[src/rtl/conv_window_addr_gen.sv]
// Sliding-window tap sequencer: walks output pixels and kernel taps, emitting buffer/weight/psum addresses.
// Optional zero-padding support is enabled by defining CONV_WIN_PAD_EN.
module conv_window_addr_gen #(
  parameter int IMG_W  = 5,
  parameter int K_W    = 3,
  parameter int S_W    = 2,
  parameter int ADDR_W = 10
) (
  input  logic                clk,
  input  logic                rst_n,
  input  logic                start,
  input  logic                abort,
  input  logic [IMG_W-1:0]    image_size,
  input  logic [K_W-1:0]      kernel_size,
  input  logic [S_W-1:0]      stride,
  input  logic                tap_ready,
  output logic                tap_valid,
  output logic [ADDR_W-1:0]   in_addr,
  output logic [2*K_W-1:0]    w_addr,
  output logic [ADDR_W-1:0]   out_addr,
  output logic                first_tap,
  output logic                last_tap,
  output logic                busy,
  output logic                done,
  output logic                cfg_err,
  output logic [IMG_W-1:0]    out_dim
`ifdef CONV_WIN_PAD_EN
  ,
  input  logic [K_W-2:0]      cfg_pad,
  output logic                tap_pad
`endif
);

  localparam int CW = ADDR_W + 2;
  localparam int WW = 2 * K_W;
  localparam int SP = IMG_W + 2;

  typedef enum logic [1:0] {ST_IDLE, ST_RUN, ST_DONE} state_t;

  state_t           state_q, state_d;
  logic [IMG_W-1:0] img_q, img_d, od_q, od_d, ocol_q, ocol_d, orow_q, orow_d;
  logic [K_W-1:0]   k_q, k_d, kc_q, kc_d, kr_q, kr_d;
  logic [S_W-1:0]   s_q, s_d;
  logic [K_W-2:0]   pad_q, pad_d, pad_in;
  logic             cfg_err_q, cfg_err_d;

`ifdef CONV_WIN_PAD_EN
  assign pad_in = cfg_pad;
`else
  assign pad_in = '0;
`endif

  // Start-time config check and output dimension, evaluated on the raw inputs
  logic [SP-1:0]    span, div;
  logic             cfg_ok;
  logic [IMG_W-1:0] od_new;

  assign span   = SP'(image_size) + (SP'(pad_in) << 1);
  assign div    = (stride == '0) ? SP'(1) : SP'(stride);
  assign cfg_ok = (kernel_size != '0) && (stride != '0) && (SP'(kernel_size) <= span);
  assign od_new = IMG_W'((span - SP'(kernel_size)) / div + SP'(1));

  logic run, fire, kc_max, kr_max, oc_max, or_max;

  assign run    = (state_q == ST_RUN);
  assign fire   = run && tap_ready && !abort;
  assign kc_max = (kc_q == k_q - K_W'(1));
  assign kr_max = (kr_q == k_q - K_W'(1));
  assign oc_max = (ocol_q == od_q - IMG_W'(1));
  assign or_max = (orow_q == od_q - IMG_W'(1));

  always_comb begin
    state_d   = state_q;
    img_d     = img_q;
    k_d       = k_q;
    s_d       = s_q;
    pad_d     = pad_q;
    od_d      = od_q;
    kc_d      = kc_q;
    kr_d      = kr_q;
    ocol_d    = ocol_q;
    orow_d    = orow_q;
    cfg_err_d = 1'b0;
    case (state_q)
      ST_IDLE: begin
        if (start) begin
          if (cfg_ok) begin
            state_d = ST_RUN;
            img_d   = image_size;
            k_d     = kernel_size;
            s_d     = stride;
            pad_d   = pad_in;
            od_d    = od_new;
          end else begin
            cfg_err_d = 1'b1;
          end
        end
      end
      ST_RUN: begin
        if (abort) begin
          state_d = ST_IDLE;
          kc_d    = '0;
          kr_d    = '0;
          ocol_d  = '0;
          orow_d  = '0;
          od_d    = '0;
        end else if (fire) begin
          // Counters wrap to zero on the final tap, leaving a clean state for the next frame
          if (kc_max) begin
            kc_d = '0;
            if (kr_max) begin
              kr_d = '0;
              if (oc_max) begin
                ocol_d = '0;
                if (or_max) begin
                  orow_d  = '0;
                  state_d = ST_DONE;
                end else begin
                  orow_d = orow_q + IMG_W'(1);
                end
              end else begin
                ocol_d = ocol_q + IMG_W'(1);
              end
            end else begin
              kr_d = kr_q + K_W'(1);
            end
          end else begin
            kc_d = kc_q + K_W'(1);
          end
        end
      end
      ST_DONE: begin
        state_d = ST_IDLE;
        if (abort) od_d = '0;
      end
      default: state_d = ST_IDLE;
    endcase
  end

  always_ff @(posedge clk or negedge rst_n) begin
    if (!rst_n) begin
      state_q   <= ST_IDLE;
      img_q     <= '0;
      k_q       <= '0;
      s_q       <= '0;
      pad_q     <= '0;
      od_q      <= '0;
      kc_q      <= '0;
      kr_q      <= '0;
      ocol_q    <= '0;
      orow_q    <= '0;
      cfg_err_q <= 1'b0;
    end else begin
      state_q   <= state_d;
      img_q     <= img_d;
      k_q       <= k_d;
      s_q       <= s_d;
      pad_q     <= pad_d;
      od_q      <= od_d;
      kc_q      <= kc_d;
      kr_q      <= kr_d;
      ocol_q    <= ocol_d;
      orow_q    <= orow_d;
      cfg_err_q <= cfg_err_d;
    end
  end

  // Negative coordinates wrap to large unsigned values, so one compare catches both edges
  logic [CW-1:0] in_row, in_col, in_lin;
  logic          oob;

  assign in_row = CW'(orow_q) * CW'(s_q) + CW'(kr_q) - CW'(pad_q);
  assign in_col = CW'(ocol_q) * CW'(s_q) + CW'(kc_q) - CW'(pad_q);
  assign oob    = (in_row >= CW'(img_q)) || (in_col >= CW'(img_q));
  assign in_lin = in_row * CW'(img_q) + in_col;

  assign tap_valid = run;
  assign in_addr   = (run && !oob) ? ADDR_W'(in_lin) : '0;
  assign w_addr    = run ? (WW'(kr_q) * WW'(k_q) + WW'(kc_q)) : '0;
  assign out_addr  = run ? (ADDR_W'(orow_q) * ADDR_W'(od_q) + ADDR_W'(ocol_q)) : '0;
  assign first_tap = run && (kc_q == '0) && (kr_q == '0);
  assign last_tap  = run && kc_max && kr_max;
  assign busy      = (state_q != ST_IDLE);
  assign done      = (state_q == ST_DONE);
  assign cfg_err   = cfg_err_q;
  assign out_dim   = od_q;
`ifdef CONV_WIN_PAD_EN
  assign tap_pad   = run && oob;
`endif

endmodule
[config.mk]
export PLATFORM = sky130hd
export DESIGN_NAME = conv_window_addr_gen
export DESIGN_NICKNAME = d
export VERILOG_FILES = /design/src/rtl/conv_window_addr_gen.sv
export SDC_FILE = /design/constraint.sdc
export NUM_CORES = 1
export LEC_CHECK = 0
export BUFFER_PORTS_ARGS = -buffer_cell sky130_fd_sc_hd__buf_2
export CORE_ASPECT_RATIO = 1.5
export CORE_MARGIN = 5
export CORE_UTILIZATION = 40
export CTS_BUF_LIST = sky130_fd_sc_hd__clkbuf_4 sky130_fd_sc_hd__clkbuf_8
export DETAILED_ROUTE_END_ITERATION = 8
export PLACE_DENSITY_LB_ADDON = 0.1
export SETUP_SLACK_MARGIN = 0.2
export SYNTH_ARGS = -nofsm -noshare
export SYNTH_HDL_FRONTEND = slang
export SYNTH_SLANG_ARGS = --single-unit
[constraint.sdc]
create_clock -name clk -period 6.4 [get_ports clk]
set_input_delay 0.96 -clock clk [delete_from_list [all_inputs] [get_ports clk]]
set_output_delay 0.96 -clock clk [all_outputs]
set_load 0.02 [all_outputs]
==> results of run 1 <==
-- cells by family (layout without fill, tap and decap cells) --
kind of cell / count (synthesis) / in the layout / share of synthesized area [%]
and+or+nand+nor: 258 / 258 / 21.2
adders and majority gates: 150 / 150 / 36.3
AOI/OAI and AO/OA: 119 / 119 / 12.5
buffers and inverters: 118 / 324 / 7.38
xor gates and xnor gates: 47 / 47 / 6.75
DFF: 34 / 34 / 13.9
muxes: 10 / 10 / 1.93
-- flip-flops by register name, indices dropped and copies added, names as in the netlist --
| register | count |
|---|---|
| kc_q | 3 |
| kr_q | 3 |
| k_q | 3 |
| orow_q | 5 |
| img_q | 5 |
| state_q | 2 |
| s_q | 2 |
| ocol_q | 5 |
| out_dim | 5 |
| cfg_err | 1 |
-- worst min-delay path by stage --
stage	cells after the start	end
floorplan	1	s_q[0]$_DFFE_PN0P_
global placement	2	state_q[1]$_DFFE_PN0P_
detailed placement	2	kc_q[2]$_DFFE_PN0P_
CTS	2	state_q[1]$_DFFE_PN0P_
global route	2	state_q[1]$_DFFE_PN0P_
finish	2	state_q[1]$_DFFE_PN0P_
-- metrics by stage --
stage | hold WS [ns] | total power, mW | util (%) | area (µm²)
after floorplan | 0.479 | 1.78 | - | 6230
after global placement | 0.549 | 2.40 | 48.4 | 7300
after detailed placement | 0.573 | 2.47 | 48.4 | 7300
after CTS | 0.598 | 2.94 | 53.6 | 8080
after global routing | 0.626 | 3.36 | 54.9 | 8280
final | 0.587 | 3.03 | 54.9 | 8280
-- final cells by class --
cell class | count | area (µm²)
clock buffers | 5 | 68.8
clock inverters | 2 | 10.0
fillers | 1411 | 6790
inverters | 103 | 399
multi-input cells | 584 | 5140
flip-flops and latches | 34 | 852
well taps | 199 | 249
repair buffers | 214 | 1560
-- layer usage --
metal	vias up	GRT usage [%]	part of all wire (%)
li1	2823	-	-
met1	2799	21.6	38
met2	112	40.6	55
met3	60	2.44	2.3
met4	0	8.40	4.3
met5	-	0	0
-- placed cells by master, fill, tap and decap left out, types with 4 or more instances in the layout --
cell,count
dfrtp_1,33
fa_1,43
nand2_1,69
o21a_1,5
a21o_1,15
or2_2,6
xnor2_1,29
buf_2,45
or3_1,4
nand2b_1,12
and2_1,46
o21ai_2,4
mux2i_1,4
clkbuf_8,5
buf_4,155
nor2b_1,14
nand3_1,12
buf_6,13
o21ai_0,34
inv_1,98
a21oi_2,8
nor3_1,13
a21oi_1,17
xor2_1,13
nand2_2,6
ha_4,10
and3_1,5
inv_2,4
and2_4,5
o21ai_1,4
o31ai_1,4
nor2_2,5
ha_1,94
mux2_2,4
nor2_1,42
-- power by group --
group / switching, mW / internal [mW]
Clock: 0.0816 / 0.0730
Combinational: 1.25 / 1.20
Sequential: 0.122 / 0.291
Total: 1.46 / 1.57
-- timing repair --
action / in CTS / in global routing
pin swaps: 54 / 14
endpoints found under the setup margin: 8 / 9
resized for setup: 43 / 27
buffers inserted: 66 / 13
endpoints found under the hold margin: 0 / 0
-- critical path, delay by kind of cell --
family                   cells  cell delay, ns
adder cells (fa/ha/maj)      4            0.88
AO/OA/AOI/OAI                7            0.91
XOR/XNOR                     1            0.13
buffers and inverters       41            4.84
AND/OR/NAND/NOR              6            0.56
==> impl_metrics.toml, run 1 <==
[critical_path]
r2r_cells = 8
cpPeakStageDelay_ns = 0.32
worstPathArrival_ns = 8.26
endpoint_kind = "flip-flop"
r2r-start = "state_q[1]$_DFFE_PN0P_"
r2r_slack_ns = 2.92
crit_end = "out_dim[4]$_DFFE_PN0P_"
crit_top_cell = "buf_4"
worstSetupStartpointType = "primary input"
r2r_end = "orow_q[3]$_DFFE_PN0P_"
crit_fanout = 4
crit_type = "primary input to flip-flop"
cp_slowest_cell = "ha_1"
startpoint = "kernel_size[1]"
worst_ep_required_time_ns = 6.62

[synth]
synth_top_cell_by_area = "ha_1"
synthFlopType = "dfrtp_1"
synth_commonest_cells = "ha_1, inv_1, nand2_1"
synthDistinctLibCells = 55
syn-cell-area_mm2 = 0.00610
ys_async_sr_fraction_pct = 100
synth_enable_flop_cells = 0
ys_seq_area_share_pct = 13.9
synth_fp_nets = 901
synthTopCellsByArea = "ha_1, fa_1, dfrtp_1"
syn-instance-count = 736
yosysWarnings = 0
avgSynthCellArea_um2 = 8.29
synth_top_area_share_pct = 21.5
ys_ff_latch = 34
yosysMostFrequentCell = "ha_1"

[die]
rows = 55
start_util_pct = 40.5
core_area_mm2 = 0.0151
dieArea_mm2 = 0.0179
chipHeight_um = 161
ioPinCount = 52
die_w_um = 111

[status]
violations = "setup timing"
run_status = "finished with violations"

[timing]
hold_viol = 0
slew_headroom_pct = 44.0
final.setup_skew_ns = 0.0106
finalSetupTns_ns = -6.76
period_needed_ns = 8.04
worstMarginPinSlew_ns = 0.840
timing.final.crit_share_pct = 126
setup_viol = 5
fmax_mhz = 124
rsz0062_at_grt = "true"
final_max_slew_viol_count = 0
setup_slack_ns = -1.64

[clocking]
cts_tree = "built"
clk_path_buf_depth = 2
path_clk_slew_ns = 0.08
cts.htree.levels = 2
hold_buffers = 0
cts_root_buf = "clkbuf_8"
cts_sinks = 34
clock_latency_ns = 0.29
cts_buffers = 5

[placement]
dp.final_hpwl_um = 14000
dp.cells = 1055
gp_congestion = 0.879
pre_cts_ws_ns = -2.06
port_buffers = 51

[drt]
vias = 5794
drcViolationCount = 0
wl_per_cell_um = 15.7
drt_iter0_markers = 232
dr.pass1.iters = 6
wl_um = 17900
ant_nets = 0
routed_via_density = 5.08

[flow_run]
drv_cap = 0

[hold_path]
hold_class = "flip-flop to flip-flop"
hp-start = "state_q[1]$_DFFE_PN0P_"

[final_layout]
antennaDiodeCount = 0
drive_above_1_share_pct = 32.2
finalNetCount = 1107
stdcell_count = 1141
synthToLayoutAreaGrowth_pct = 35.7

[grt]
grt_use_total_pct = 20.5
grt_first_pass_wirelength_um = 30400
grt_max_degree = 35
grt.overflow.total = 0
antenna_found_initial = 0
grt_pass1_vias = 6486

[power]
power.density_mw_per_mm2 = 366
power.leakage_nw = 4.42
peakVddDrop_mv = 0.279
No activity file was read; power rests on OpenSTA's default activity.
==> run 2, diff against run 1 <==
--- a/config.mk
+++ b/config.mk
@@ -5,12 +5,15 @@
 export SDC_FILE = /design/constraint.sdc
 export NUM_CORES = 1
 export LEC_CHECK = 0
+export ABC_AREA = 1
 export BUFFER_PORTS_ARGS = -buffer_cell sky130_fd_sc_hd__buf_2
 export CORE_ASPECT_RATIO = 1.5
 export CORE_MARGIN = 5
 export CORE_UTILIZATION = 40
 export CTS_BUF_LIST = sky130_fd_sc_hd__clkbuf_4 sky130_fd_sc_hd__clkbuf_8
+export CTS_CLUSTER_SIZE = 20
 export DETAILED_ROUTE_END_ITERATION = 8
+export MAX_ROUTING_LAYER = met4
 export PLACE_DENSITY_LB_ADDON = 0.1
 export SETUP_SLACK_MARGIN = 0.2
 export SYNTH_ARGS = -nofsm -noshare
==> run 2 against run 1 <==
  * The run still ends with setup timing left
  * Combinational power rose by 72%
  * Cell area is 2.7% higher
  * Area after synthesis increased by 2.9%
  * Clock-buffer cell count up 2
  * Register-to-register slack better by 0.46 ns
  * Sequential power is 3% higher
  * Largest power group unchanged
  * Highest routed layer unchanged
==> impl_metrics.toml, run 2 <==
[status]
run_status = "finished with violations"
violations = "setup timing"

[grt]
grt.overflow.total = 0
grt_first_pass_wirelength_um = 29400
antenna_found_initial = 0
grt_pass1_vias = 6433
grt_use_total_pct = 19.9
grt_max_degree = 35

[final_layout]
drive_above_1_share_pct = 30.4
synthToLayoutAreaGrowth_pct = 35.3
antennaDiodeCount = 0
stdcell_count = 1265
final_common_cell = "inv_1"
finalNetCount = 1226
final_cell_mix = "inv_1, nand2_1, buf_4"

[clocking]
cts_root_buf = "clkbuf_8"
cts_sinks = 34
path_clk_slew_ns = 0.07
cts_tree = "built"
cts.htree.levels = 2
hold_buffers = 0
cts_buffers = 5
clock_latency_ns = 0.29
clk_path_buf_depth = 2

[synth]
yosysMostFrequentCell = "inv_1"
ys_seq_area_share_pct = 13.6
synthTopCellsByArea = "ha_1, fa_1, dfrtp_1"
ys_ff_latch = 34
yosysWarnings = 0
syn-instance-count = 878
synth_enable_flop_cells = 0
synthDistinctLibCells = 50
synth_commonest_cells = "inv_1, nand2_1, ha_1"
synth_top_area_share_pct = 20.9
syn-cell-area_mm2 = 0.00628
synthFlopType = "dfrtp_1"
avgSynthCellArea_um2 = 7.15
synth_fp_nets = 1043
ys_async_sr_fraction_pct = 100
synth_top_cell_by_area = "ha_1"

[critical_path]
worstSetupStartpointType = "primary input"
r2r_end = "orow_q[4]$_DFFE_PN0P_"
cpPeakStageDelay_ns = 0.28
cp_top_family = "adder cells"
crit_end = "out_dim[4]$_DFFE_PN0P_"
crit_top_cell = "ha_4"
r2r-start = "k_q[0]$_DFFE_PN0P_"
cp_slowest_cell = "ha_4"
worst_ep_required_time_ns = 6.58
crit_type = "primary input to flip-flop"
r2r_slack_ns = 3.38
startpoint = "kernel_size[2]"
crit_fanout = 3
worst-path-buf-inv = 12
cp_num_cells = 54
worstPathArrival_ns = 6.94
endpoint_kind = "flip-flop"
r2r_cells = 16

[drt]
wl_per_cell_um = 13.3
wl_um = 16900
routed_via_density = 4.73
vias = 5982
drcViolationCount = 0
dr.pass1.iters = 5
drt_iter0_markers = 163
ant_nets = 0

[timing]
final_max_slew_viol_count = 0
slew_headroom_pct = 41.0
hold_viol = 0
fmax_mhz = 148
setup_viol = 5
final.setup_skew_ns = 0.00990
worstMarginPinSlew_ns = 0.886
rsz0062_at_grt = "true"
period_needed_ns = 6.77
setup_slack_ns = -0.368
timing.final.crit_share_pct = 106

[power]
combPwrFrac_pct = 87.6
power.leakage_nw = 4.86
intPower_mw = 2.29
sw_frac_of_total_pct = 52.5
peakVddDrop_mv = 0.797
pwr-share-seq_pct = 8.9
power.switching_mw = 2.53
clock_power_share_pct = 3.6
power.density_mw_per_mm2 = 568

[hold_path]
hp-start = "state_q[0]$_DFFE_PN0P_"
hold_class = "flip-flop to flip-flop"

[die]
start_util_pct = 40.4
rows = 56
chipHeight_um = 163
dieArea_mm2 = 0.0184
die_w_um = 112
core_area_mm2 = 0.0156
ioPinCount = 52

[placement]
pre_cts_ws_ns = -0.825
gp_congestion = 0.885
port_buffers = 51
dp.final_hpwl_um = 13600
dp.cells = 1207

[flow_run]
drv_cap = 0
[run 2: changes by cell type in the layout (fill, tap and decap cells not counted), sizes merged, moves of 17 or more]
cell	previous run	this run
inv	103	219
nand2	76	186
and2	51	1
buf	214	188
nor2	49	75
xnor2	32	8
nand3	12	35
nor2b	17	0
[run 2: power by group through the flow]
stage          sequential, mW  combinational (mW)  clock [mW]
2_1_floorplan           0.404                2.34           0
3_3_place_gp            0.433                3.26           0
3_5_place_dp            0.433                3.30           0
4_1_cts                 0.429                3.91       0.179
5_1_grt                 0.443                4.83       0.187
6_report                0.427                4.23       0.172
[run 2: cell families after synthesis]
family,count (synthesis),synth area share [%]
flip-flops,34,13.6
buffers and inverters,231,13.8
adder cells (fa/ha/maj),150,35.3
AND/OR/NAND/NOR,337,24.5
AO/OA/AOI/OAI,96,8.69
XOR/XNOR,30,4.18
[run 2: what timing repair did]
item	4_1_cts	5_1_grt
pin swaps	64	42
setup buffers	39	11
endpoints found under the setup margin	10	10
gates resized for setup	55	49
[run 2: metal layers]
layer	part of all wire [%]	wire length [µm]	global-route usage (%)
met1	38	6420	20.5
met2	56	9490	39.2
met3	2.1	348	1.41
met4	3.5	586	6.94
met5	0	0	-
[run 2: per-stage QoR]
stage / util (%) / instance area, µm² / TNS [ns] / hold WS [ns] / power, mW
global placement: 48.6 / 7560 / -3.02 / 0.525 / 3.70
global route: 54.6 / 8500 / -3.84 / 0.595 / 5.46
floorplan: - / 6450 / -3.21 / 0.452 / 2.74
CTS: 52.7 / 8190 / -1.06 / 0.544 / 4.52
detailed placement: 48.6 / 7560 / -3.59 / 0.529 / 3.73
finish: 54.6 / 8500 / -1.15 / 0.537 / 4.83
[run 2: area by class of cell]
cell class	count	area (µm²)
repair buffers	188	1360
flip-flops and latches	34	851
inverters	219	845
fillers	1557	7060
well taps	203	254
multi-input cells	613	5090
clock buffers	7	90.1
clock inverters	1	5.00
[run 2: worst min-delay path by stage]
stage	end	slack, ns	cells after the start
after CTS	state_q[0]$_DFFE_PN0P_	0.54	2
after global placement	state_q[0]$_DFFE_PN0P_	0.53	2
final	state_q[0]$_DFFE_PN0P_	0.54	2
after floorplan	s_q[0]$_DFFE_PN0P_	0.45	2
after detailed placement	state_q[0]$_DFFE_PN0P_	0.53	2
after global routing	state_q[0]$_DFFE_PN0P_	0.59	2
[run 2: tightest hold or removal path, cell delays in order, from the launching register on]
cell,delay [ns]
dfrtp_1,0.37
nand2_1,0.06
o21ai_0,0.07
